**config.mk**
```make
export PLATFORM = sky130hd
export DESIGN_NAME = lzc_pipe
export DESIGN_NICKNAME = d
export VERILOG_FILES = /design/src/rtl/attn_pkg.sv /design/src/rtl/lzc_nib4.sv /design/src/rtl/lzc_pipe.sv
export SDC_FILE = /design/constraint.sdc
export NUM_CORES = 1
export LEC_CHECK = 0
export ABC_AREA = 1
export CORE_MARGIN = 2
export CORE_UTILIZATION = 40
export CTS_CLUSTER_SIZE = 25
export DETAILED_ROUTE_END_ITERATION = 7
export HOLD_SLACK_MARGIN = 0.08
export PLACE_DENSITY = 0.68
export SYNTH_ARGS = -nofsm -noshare
export SYNTH_HDL_FRONTEND = slang
export SYNTH_SLANG_ARGS = --single-unit
export TNS_END_PERCENT = 100
```
**constraint.sdc**
```tcl
create_clock -name clk -period 1.8 [get_ports clk]
set_clock_uncertainty 0.15 [all_clocks]
set_input_delay 0.36 -clock clk [delete_from_list [all_inputs] [get_ports clk]]
set_output_delay 0.36 -clock clk [all_outputs]
set_load 0.02 [all_outputs]
```
**src/rtl/attn_pkg.sv**
```systemverilog
// Shared constants and helpers for the attention-layer datapaths.
//   EXP_W / MAN_W : fp16 exponent and mantissa field widths.
//   lzc_cw(w)     : width needed to hold a leading-bit count of 0..w.
//                   Also used by the fp adders to size shift amounts.
package attn_pkg;

  localparam int EXP_W = 5;
  localparam int MAN_W = 10;

  function automatic int lzc_cw(input int w);
    return $clog2(w + 1);
  endfunction

endpackage

```
**src/rtl/lzc_nib4.sv**
```systemverilog
// Combinational 4-bit leading-zero counter.
//   x_i    : nibble, bit 3 is the most significant
//   cnt_o  : leading zeros 0..3 (reads 3 for an all-zero nibble; the
//            caller qualifies with zero_o)
//   zero_o : nibble is all zeros
module lzc_nib4 (
  input  logic [3:0] x_i,
  output logic [1:0] cnt_o,
  output logic       zero_o
);

  always_comb begin
    cnt_o = 2'd3;
    if      (x_i[3]) cnt_o = 2'd0;
    else if (x_i[2]) cnt_o = 2'd1;
    else if (x_i[1]) cnt_o = 2'd2;
  end

  assign zero_o = (x_i == 4'd0);

endmodule

```
**src/rtl/lzc_pipe.sv**
```systemverilog
// Two-stage pipelined leading-zero / leading-one counter with valid/ready.
// Parameters: W (operand width, multiple of 4, 8..64), TAG_W (side-band
// width); CW = lzc_cw(W) is derived.
// Ports:
//   clk, resetn                  clock, async active-low reset
//   in_valid/in_ready            operand handshake
//   in_data, in_mode, in_tag     operand, 0=count zeros / 1=count ones, tag
//   out_valid/out_ready          result handshake
//   out_cnt, out_all, out_tag    count 0..W, all-zeros/ones flag, tag
//   out_norm                     in_data << out_cnt (only with LZC_NORM_EN)
// Optional feature macro: LZC_NORM_EN adds the normalising shifter and the
// out_norm port; without it neither exists.
module lzc_pipe
  import attn_pkg::*;
#(
  parameter  int W     = 16,
  parameter  int TAG_W = 4,
  localparam int CW    = lzc_cw(W)
) (
  input  logic             clk,
  input  logic             resetn,
  input  logic             in_valid,
  output logic             in_ready,
  input  logic [W-1:0]     in_data,
  input  logic             in_mode,
  input  logic [TAG_W-1:0] in_tag,
  output logic             out_valid,
  input  logic             out_ready,
  output logic [CW-1:0]    out_cnt,
  output logic             out_all,
  output logic [TAG_W-1:0] out_tag
`ifdef LZC_NORM_EN
  ,
  output logic [W-1:0]     out_norm
`endif
);

  localparam int NIB = W / 4;

  logic                  s1_v_q, s2_v_q;
  logic                  s1_load, s2_load;
  logic [W-1:0]          x;
  logic [NIB-1:0][1:0]   g_d, g_q;
  logic [NIB-1:0]        z_d, z_q;
  logic [W-1:0]          s1_data_q;
  logic                  s1_mode_q;
  logic [TAG_W-1:0]      s1_tag_q;
  logic [CW-1:0]         cnt_d, cnt_q;
  logic                  all_d, all_q;
  logic [TAG_W-1:0]      tag_q;

  // Flow control: S2 takes S1's operand whenever it is empty or draining;
  // in_ready therefore follows out_ready combinationally.
  assign s2_load  = s1_v_q && (!s2_v_q || out_ready);
  assign in_ready = !s1_v_q || s2_load;
  assign s1_load  = in_valid && in_ready;

  // Leading ones of in_data are leading zeros of its complement.
  assign x = in_mode ? ~in_data : in_data;

  for (genvar k = 0; k < NIB; k++) begin : g_nib
    lzc_nib4 u_nib (
      .x_i    (x[4*k +: 4]),
      .cnt_o  (g_d[k]),
      .zero_o (z_d[k])
    );
  end

  // ---- S1 ----
  always_ff @(posedge clk or negedge resetn) begin
    if (!resetn) begin
      s1_v_q    <= 1'b0;
      g_q       <= '0;
      z_q       <= '0;
      s1_data_q <= '0;
      s1_mode_q <= 1'b0;
      s1_tag_q  <= '0;
    end else begin
      if (s1_load)      s1_v_q <= 1'b1;
      else if (s2_load) s1_v_q <= 1'b0;
      if (s1_load) begin
        g_q       <= g_d;
        z_q       <= z_d;
        s1_data_q <= in_data;
        s1_mode_q <= in_mode;
        s1_tag_q  <= in_tag;
      end
    end
  end

  // ---- S2 priority combine ----
  // Walk nibbles LSB->MSB so the most significant non-zero nibble is the
  // last to write and wins.
  always_comb begin
    cnt_d = CW'(W);
    all_d = 1'b1;
    for (int k = 0; k < NIB; k++) begin
      if (!z_q[k]) begin
        cnt_d = CW'(4 * (NIB - 1 - k)) + CW'(g_q[k]);
        all_d = 1'b0;
      end
    end
  end

  always_ff @(posedge clk or negedge resetn) begin
    if (!resetn) begin
      s2_v_q <= 1'b0;
      cnt_q  <= '0;
      all_q  <= 1'b0;
      tag_q  <= '0;
    end else begin
      if (s2_load)        s2_v_q <= 1'b1;
      else if (out_ready) s2_v_q <= 1'b0;
      if (s2_load) begin
        cnt_q <= cnt_d;
        all_q <= all_d;
        tag_q <= s1_tag_q;
      end
    end
  end

`ifdef LZC_NORM_EN
  // Shift the original operand (not the complemented one) by the count.
  logic [W-1:0] norm_d, norm_q;

  always_comb begin
    norm_d = all_d ? '0 : (s1_data_q << cnt_d);
  end

  always_ff @(posedge clk or negedge resetn) begin
    if (!resetn)      norm_q <= '0;
    else if (s2_load) norm_q <= norm_d;
  end

  assign out_norm = norm_q;

  // Mode is already folded into the nibble counts.
  logic unused_s1;
  assign unused_s1 = s1_mode_q;
`else
  // S1 data/mode only feed the shifter, which is absent in this build.
  logic unused_s1;
  assign unused_s1 = ^{s1_mode_q, s1_data_q};
`endif

  assign out_valid = s2_v_q;
  assign out_cnt   = cnt_q;
  assign out_all   = all_q;
  assign out_tag   = tag_q;

endmodule

```
==> impl_metrics.json, run 1 <==
{
  "status": "finished clean",
  "rsz0062_at_grt": "no",
  "min_path_type": "in2async",
  "gp_congestion": 0.722,
  "synth_enable_flop_cells": 0,
  "route.detailed.drc": 0,
  "first_global_vias": 1109,
  "drt-initial-drc-count": 32,
  "period_share": 0.963,
  "grt_antenna_before_repair": 0,
  "ys_seq_area_frac": 0.470,
  "cp-start-kind": "input port",
  "p_per_area_nw_per_um2": 774,
  "setup-violations-final": 0,
  "timing.hold.ws_ns": 0.234,
  "cts_tree": "built",
  "internal_power_uw": 994,
  "n_antenna_cell": 0,
  "numCtsBuffers": 3,
  "worstPathMaxFanout": 2,
  "yosys_warnings": 0,
  "crit_chain": "clkdlybuf4s50_1 -> inv_1 -> nand3_2 -> clkdlybuf4s15_1",
  "synthesis.area_um2": 1440,
  "path_class": "in2out",
  "yosysTopAreaCell": "dfrtp_1",
  "leakagePower_uw": 0.000995,
  "gr-total-overflow": 0,
  "ctsResizeCount": 12,
  "core_area_um2": 3390,
  "ant_nets": 0,
  "routed_wl_um": 2450,
  "routedWlPerCell_um": 8.79,
  "fin_crit_ns": 1.73,
  "p_sw_uw": 478,
  "dp_hpwl_um": 1930,
  "grt_pass1_wl_um": 4570,
  "hold_viol_final": 0,
  "clock.fmax_mhz": 577,
  "num-fill-cells": 339,
  "nets": 259,
  "ys_ff_latch": 27,
  "cp_top_family": "buffers and inverters",
  "crit_slowest_cell": "clkdlybuf4s50_1",
  "worstSkewPairLatency_ns": 0.32,
  "synth_nets": 218,
  "areaGrowthSynthToFinish_pct": 32.4,
  "clock_path_buffers": 2,
  "synthArstFlopShare": 1.00,
  "grt_max_degree": 28,
  "syn-instance-count": 193,
  "path_clk_slew_ns": 0.14,
  "r2r-end": "z_q[1]",
  "holdBufCountCts": 0,
  "synth_common_cells": "65 x nand2_1, 30 x inv_1, 27 x dfrtp_1",
  "combinationalPowerShare": 0.314,
  "portBuffers": 36,
  "die_y_um": 63.9,
  "synthTopCellsByArea": "dfrtp_1 47%, nand2_1 17%, inv_1 7.8%, nor2_1 3.9%, o21ai_1 3.8%",
  "drt-vias-per-instance": 4.33,
  "ir_drop_mv": 0.241,
  "firstDrtPassIters": 4,
  "synth.avg_cell_area_um2": 7.44,
  "p_sw_frac": 0.325,
  "yosysMostFrequentCell": "nand2_1",
  "ios": 37,
  "relSlewSlack": 0.784,
  "cap_violations": 0,
  "setup_ws_ns": 0.0669,
  "cts_sinks": 27,
  "num_rows": 21,
  "initial_core_util": 0.424,
  "critical-path-max-stage-delay_ns": 0.45,
  "die_w_um": 63.9,
  "drive_gt1_frac": 0.0858,
  "pre_cts_ws_ns": -0.242,
  "slew_violations": 0,
  "worst-r2r-setup-slack_ns": 0.47,
  "rr_worst_depth": 7,
  "h-tree-depth": 1,
  "synth.top_cell.area_share": 0.470,
  "track_usage": 0.140,
  "synth-main-ff-cell": "dfrtp_1",
  "die_area_um2": 4090,
  "critPathBufInv": 3,
  "cp.required_ns": 1.29,
  "cp.arrival_ns": 1.22,
  "end_kind": "output port",
  "seqPwrFrac": 0.513,
  "p_clk_frac": 0.173,
  "worst_slew_pin_slew_ns": 0.324,
  "clock_tree.root_cell": "clkbuf_4",
  "ys_types": 19,
  "r2r_start": "out_valid",
  "postCtsSetupBuffers": 0,
  "route.vias.total": 1209
}
## metrics by stage
| step | cell area, µm² | utilization | std cells | total power, µW | setup TNS, ns |
|---|---|---|---|---|---|
| after CTS | 1900 | 0.561 | 279 | 1490 | 0 |
| after floorplan | 1440 | - | 193 | 1030 | 0 |
| after global placement | 1890 | 0.557 | 275 | 1260 | -0.222 |
| final | 1900 | 0.561 | 279 | 1470 | 0 |
| after detailed placement | 1890 | 0.557 | 275 | 1270 | -0.242 |
| after global routing | 1900 | 0.561 | 279 | 1590 | 0 |
## final cells by class
class                      count  area (µm²)  share of cell area
clock buffer                   3        22.5              0.0118
clock inverter                 1        5.00             0.00263
inverter                      30         113              0.0592
multi-input combinational    129         592               0.311
sequential                    27         676               0.355
tap                           46        57.6              0.0303
timing repair buffer          43         437               0.230
## registers in the layout (all words and copies together), names as in the netlist
register   cells
g_q            8
out_cnt        5
out_tag        4
s1_tag_q       4
z_q            4
out_valid      1
s1_v_q         1
## power by group through the flow
| stage | logic [µW] | registers [µW] | clock network [µW] |
|---|---|---|---|
| floorplan | 206 | 824 | 0 |
| CTS | 468 | 756 | 265 |
| finish | 462 | 755 | 254 |
| global placement | 496 | 767 | 0 |
| detailed placement | 503 | 771 | 0 |
| global route | 522 | 769 | 297 |
## worst register-to-register path, stage by stage (launching register included)
cell	delay, ns
dfrtp_1	0.40
nand3_2	0.09
buf_4	0.15
nand2_2	0.08
inv_1	0.07
buf_12	0.15
nand3_1	0.10
nand2_1	0.06
## worst max-delay path by stage
| stage | slack [ns] | cells after the start | endpoint | from |
|---|---|---|---|---|
| finish | 0.07 | 4 | in_ready | out_ready |
| global route | 0.03 | 4 | in_ready | out_ready |
| CTS | 0.03 | 4 | in_ready | out_ready |
| detailed placement | -0.24 | 4 | in_ready | out_ready |
| global placement | -0.22 | 4 | in_ready | out_ready |
| floorplan | 0.39 | 6 | g_q[0] | out_valid |
## cell usage in the layout (no fill, tap or decap)
cell | netlist | routed
buf_4 | 2 | 4
xor2_1 | 2 | 2
nand4_1 | 1 | 1
clkbuf_4 | 0 | 3
nor2_1 | 15 | 15
clkinv_2 | 0 | 1
inv_1 | 30 | 30
clkdlybuf4s15_1 | 0 | 1
o21ai_1 | 11 | 11
clkdlybuf4s50_1 | 0 | 24
a21oi_1 | 4 | 4
o21ai_0 | 10 | 10
nand2_2 | 1 | 1
nor2_2 | 5 | 5
nand3_2 | 1 | 1
or2_1 | 2 | 2
dfrtp_1 | 27 | 27
dlygate4sd2_1 | 0 | 11
xor2_2 | 2 | 2
buf_12 | 0 | 3
nand2_1 | 65 | 65
nand3_1 | 10 | 10
## layer usage
layer,wire [µm],GRT usage
met1,1260,0.195
met2,1040,0.220
met3,111,0.0123
met4,45,0.0652
met5,0,0
## cells by family (layout without fill, tap and decap cells)
| kind of cell | count (synthesis) | in the layout | synth area share |
|---|---|---|---|
| AND/OR/NAND/NOR | 100 | 100 | 0.290 |
| buffers and inverters | 37 | 77 | 0.118 |
| flip-flops | 27 | 27 | 0.470 |
| AO/OA/AOI/OAI | 25 | 25 | 0.0871 |
| XOR/XNOR | 4 | 4 | 0.0348 |
Power figures use the tool's default switching activity.
==> run 2: changes to the inputs <==
- CORE_MARGIN: 2 -> default
==> impl_metrics.json, run 2 (synthesis results as in run 1) <==
{
  "cp.arrival_ns": 1.22,
  "postCtsSetupBuffers": 0,
  "first_global_vias": 1036,
  "cts_tree": "built",
  "gp_congestion": 0.711,
  "final_cell_mix": "65 x nand2_1, 30 x inv_1, 27 x dfrtp_1",
  "clock_path_buffers": 2,
  "layout_commonest_cell": "nand2_1",
  "track_usage": 0.159,
  "wl_met1_um": 1300,
  "portBuffers": 36,
  "cp_top_family": "buffers and inverters",
  "numCtsBuffers": 3,
  "n_antenna_cell": 0,
  "ant_nets": 0,
  "dpl-instance-area_um2": 1880,
  "route.met2.wl_um": 1030,
  "core_area_um2": 3390,
  "firstDrtPassIters": 4,
  "cp.required_ns": 1.29,
  "die_y_um": 61.9,
  "multiInputGateArea_um2": 592,
  "finish.instance_area_um2": 1900,
  "largest_register_ffs": 8,
  "routed_wl_um": 2460,
  "p_per_area_nw_per_um2": 773,
  "route.detailed.drc": 0,
  "leakagePower_uw": 0.000996,
  "crit_chain": "clkdlybuf4s50_1 -> inv_1 -> nand3_2 -> clkdlybuf4s15_1",
  "drt-vias-per-instance": 4.29,
  "setup_ws_ns": 0.0662,
  "cap_violations": 0,
  "clock_tree.root_cell": "clkbuf_4",
  "seq_area_um2": 676,
  "clock.fmax_mhz": 577,
  "fin_crit_ns": 1.73,
  "hold_viol_final": 0,
  "grt_max_degree": 28,
  "die_area_um2": 3830,
  "pre_cts_ws_ns": -0.232,
  "end_kind": "output port",
  "ir_drop_mv": 0.316,
  "grt_antenna_before_repair": 0,
  "cp-start-kind": "input port",
  "initial_core_util": 0.424,
  "critical-path-max-stage-delay_ns": 0.46,
  "path_class": "in2out",
  "num_rows": 21,
  "min_path_type": "in2async",
  "slew_violations": 0,
  "worst_slew_pin_slew_ns": 0.330,
  "dp_hpwl_um": 1890,
  "route.vias.total": 1201,
  "worstSkewPairLatency_ns": 0.32,
  "cp_num_cells": 4,
  "gr-total-overflow": 0,
  "relSlewSlack": 0.780,
  "num-fill-cells": 346,
  "cts_sinks": 27,
  "setup-violations-final": 0,
  "drt-initial-drc-count": 44,
  "maxUsedRoutingLayer": "met4",
  "rsz0062_at_grt": "no",
  "h-tree-depth": 1,
  "dr_wl_met3_um": 70,
  "nets": 260,
  "worstPathMaxFanout": 2,
  "ios": 37,
  "status": "finished clean",
  "period_share": 0.963,
  "critPathBufInv": 3,
  "die_w_um": 61.9,
  "areaGrowthSynthToFinish_pct": 32.1,
  "rr_worst_depth": 7,
  "routedWlPerCell_um": 8.77,
  "crit_slowest_cell": "clkdlybuf4s50_1",
  "grt_pass1_wl_um": 4400,
  "top_register": "g_q",
  "path_clk_slew_ns": 0.14,
  "drive_gt1_frac": 0.0897,
  "holdBufCountCts": 0
}
[run 2: timing repair]
action	4_1_cts	5_1_grt
endpoints found under the setup margin	12	1
pin swaps	0	0
endpoints found under the hold margin	0	0
gates resized for setup	12	1
[run 2: cell type report]
cell class	count	share of cell area
Multi-Input combinational cell	129	0.312
Tap cell	46	0.0303
Clock buffer	3	0.0119
Timing Repair Buffer	44	0.228
Sequential cell	27	0.356
Inverter	30	0.0594
Clock inverter	1	0.00264
[run 2: worst reg2reg max path: stages, from the launching register on]
cell and delay [ns]:
dfrtp_1 0.40, nand3_2 0.09, buf_4 0.15, nand2_2 0.08
inv_1 0.06, buf_4 0.17, nand3_1 0.11, nand2_1 0.06
[run 2: routing by layer]
layer,GRT usage,vias to the layer above
met2,0.246,31
met5,0,-
met1,0.216,497
met3,0.0186,4
met4,0.0952,0
li1,-,669
[run 2: final timing paths]
check                            from          end  slack [ns]
max                         out_ready     in_ready        0.07
min                            resetn  s1_tag_q[0]        0.22
max reg2reg                 out_valid       z_q[1]        0.44
min reg2reg                out_cnt[2]   out_cnt[2]        0.34
max in group asynchronous      resetn       z_q[1]        1.03
min in group clk           out_cnt[2]   out_cnt[2]        0.34
[run 2: per-stage QoR]
step / cells / power (µW) / hold WS (ns) / TNS, ns / util
after floorplan: 193 / 1030 / -0.0856 / 0 / -
after global routing: 280 / 1590 / 0.222 / 0 / 0.560
after CTS: 280 / 1490 / 0.228 / 0 / 0.559
final: 280 / 1470 / 0.223 / 0 / 0.560
after detailed placement: 276 / 1270 / 0.315 / -0.232 / 0.556
after global placement: 276 / 1260 / 0.312 / -0.222 / 0.556
[run 2: report_power, final]
group | internal (µW) | total (µW) | switching [µW]
sequential | 704 | 752 | 47.9
combinational | 203 | 456 | 253
clock | 83.4 | 257 | 174
==> run 3: changes to the inputs <==
- CTS_CLUSTER_DIAMETER: default -> 120
- PLACE_DENSITY: 0.68 -> 0.69
==> impl_metrics.json, run 3 (synthesis results as in run 1) <==
{
  "cp-start-kind": "input port",
  "layout_commonest_cell": "nand2_1",
  "use_met2": 0.261,
  "num-fill-cells": 326,
  "clock_tree.root_cell": "clkbuf_4",
  "leakagePower_uw": 0.00101,
  "areaGrowthSynthToFinish_pct": 33.2,
  "crit_slowest_cell": "clkdlybuf4s50_1",
  "fin_tns_setup_ns": 0,
  "largest_register_ffs": 8,
  "route.detailed.drc": 0,
  "first_global_vias": 1044,
  "routedWlPerCell_um": 8.85,
  "relSlewSlack": 0.785,
  "cts_tree": "built",
  "routed_wl_um": 2480,
  "h-tree-depth": 1,
  "core_area_um2": 3390,
  "totalPowerFinal_uw": 1470,
  "nets": 260,
  "num_rows": 21,
  "drt-initial-drc-count": 71,
  "grt_busiest_layer": "met2",
  "gr-total-overflow": 0,
  "crit_chain": "clkdlybuf4s50_1 -> inv_1 -> nand3_2 -> clkdlybuf4s15_1",
  "drive_gt1_frac": 0.0897,
  "cp.required_ns": 1.29,
  "cp.arrival_ns": 1.22,
  "portBuffers": 36,
  "numCtsBuffers": 3,
  "r2r_start": "out_valid",
  "initial_core_util": 0.424,
  "top_register": "g_q",
  "end_kind": "output port",
  "worst_slew_pin_slew_ns": 0.323,
  "fin_crit_ns": 1.73,
  "clock_path_buffers": 2,
  "track_usage": 0.150,
  "slew_violations": 0,
  "firstDrtPassIters": 4,
  "cap_violations": 0,
  "grt_antenna_before_repair": 0,
  "grt_max_degree": 28,
  "postCtsSetupBuffers": 0,
  "finish.instance_area_um2": 1910,
  "period_share": 0.958,
  "dpl-instance-area_um2": 1900,
  "seq_area_um2": 676,
  "use_met1": 0.194,
  "final_cell_mix": "65 x nand2_1, 30 x inv_1, 27 x dfrtp_1",
  "die_area_um2": 3830,
  "hold_viol_final": 0,
  "critical-path-max-stage-delay_ns": 0.45,
  "clock.fmax_mhz": 580,
  "path_clk_slew_ns": 0.13,
  "grt_pass1_wl_um": 4250,
  "startpoint": "out_ready",
  "gp_congestion": 0.733,
  "ir_drop_mv": 0.272,
  "die_w_um": 61.9,
  "setup-violations-final": 0,
  "dp_cells": 276,
  "dp_hpwl_um": 1940,
  "die_y_um": 61.9,
  "drt-vias-per-instance": 4.38,
  "multiInputGateArea_um2": 592,
  "met3_usage": 0.0145,
  "rsz0062_at_grt": "no",
  "worstSkewPairLatency_ns": 0.31,
  "cts_sinks": 27,
  "worstPathMaxFanout": 2,
  "ant_nets": 0,
  "status": "finished clean",
  "n_antenna_cell": 0,
  "route.vias.total": 1227,
  "path_class": "in2out",
  "fin_cells": 280,
  "ios": 37,
  "p_per_area_nw_per_um2": 766,
  "min_path_type": "in2async"
}
-- run 3: changes by cell type in the layout (fill, tap and decap cells not counted) --
cell            previous run  this run
buf_4                      6         5
dlymetal6s2s_1             0         1
buf_12                     2         3
dlygate4sd2_1             11        10
-- run 3: per-stage QoR --
| step | worst slack, ns | hold WS (ns) | utilization |
|---|---|---|---|
| after global placement | -0.222 | 0.313 | 0.559 |
| after CTS | 0.00489 | 0.250 | 0.563 |
| after global routing | 0.00954 | 0.263 | 0.564 |
| after floorplan | 0.393 | -0.0856 | - |
| after detailed placement | -0.226 | 0.319 | 0.559 |
| final | 0.0748 | 0.235 | 0.564 |
-- run 3: cell type report --
cell class / instances / area share
clock inverter: 1 / 0.00262
clock buffer: 3 / 0.0118
multi-input combinational: 129 / 0.309
sequential: 27 / 0.353
timing repair buffer: 44 / 0.234
tap: 46 / 0.0301
inverter: 30 / 0.0589
-- run 3: path summary, 6_finish.rpt --
path	to	slack, ns	cells past startpoint
min in group clk	out_tag[0]	0.34	2
setup reg to reg	z_q[1]	0.45	7
max in group asynchronous	out_cnt[1]	1.02	2
setup / recovery	in_ready	0.07	4
hold / removal	s1_tag_q[1]	0.23	2
hold reg to reg	out_tag[0]	0.34	2
-- run 3: repair_timing --
| item | in CTS | in global routing |
|---|---|---|
| setup endpoints to repair | 11 | 2 |
| hold buffers | 0 | 0 |
| resized for setup | 11 | 2 |
-- run 3: routing by layer --
metal / wire length, µm / part of all wire / up-vias
met5: 0 / 0 / -
met1: 1200 / 0.48 / 520
met3: 116 / 0.047 / 5
met4: 41 / 0.017 / 0
met2: 1120 / 0.45 / 37
li1: - / - / 665
-- run 3: power breakdown --
group          switching, µW  internal (µW)
clock network            163           83.1
registers               50.2            704
logic                    257            209
total                    470            996
-- run 3: critical path, delay by kind of cell --
| kind | cells | cell delay [ns] |
|---|---|---|
| buffers and inverters | 3 | 0.79 |
| and+or+nand+nor | 1 | 0.06 |
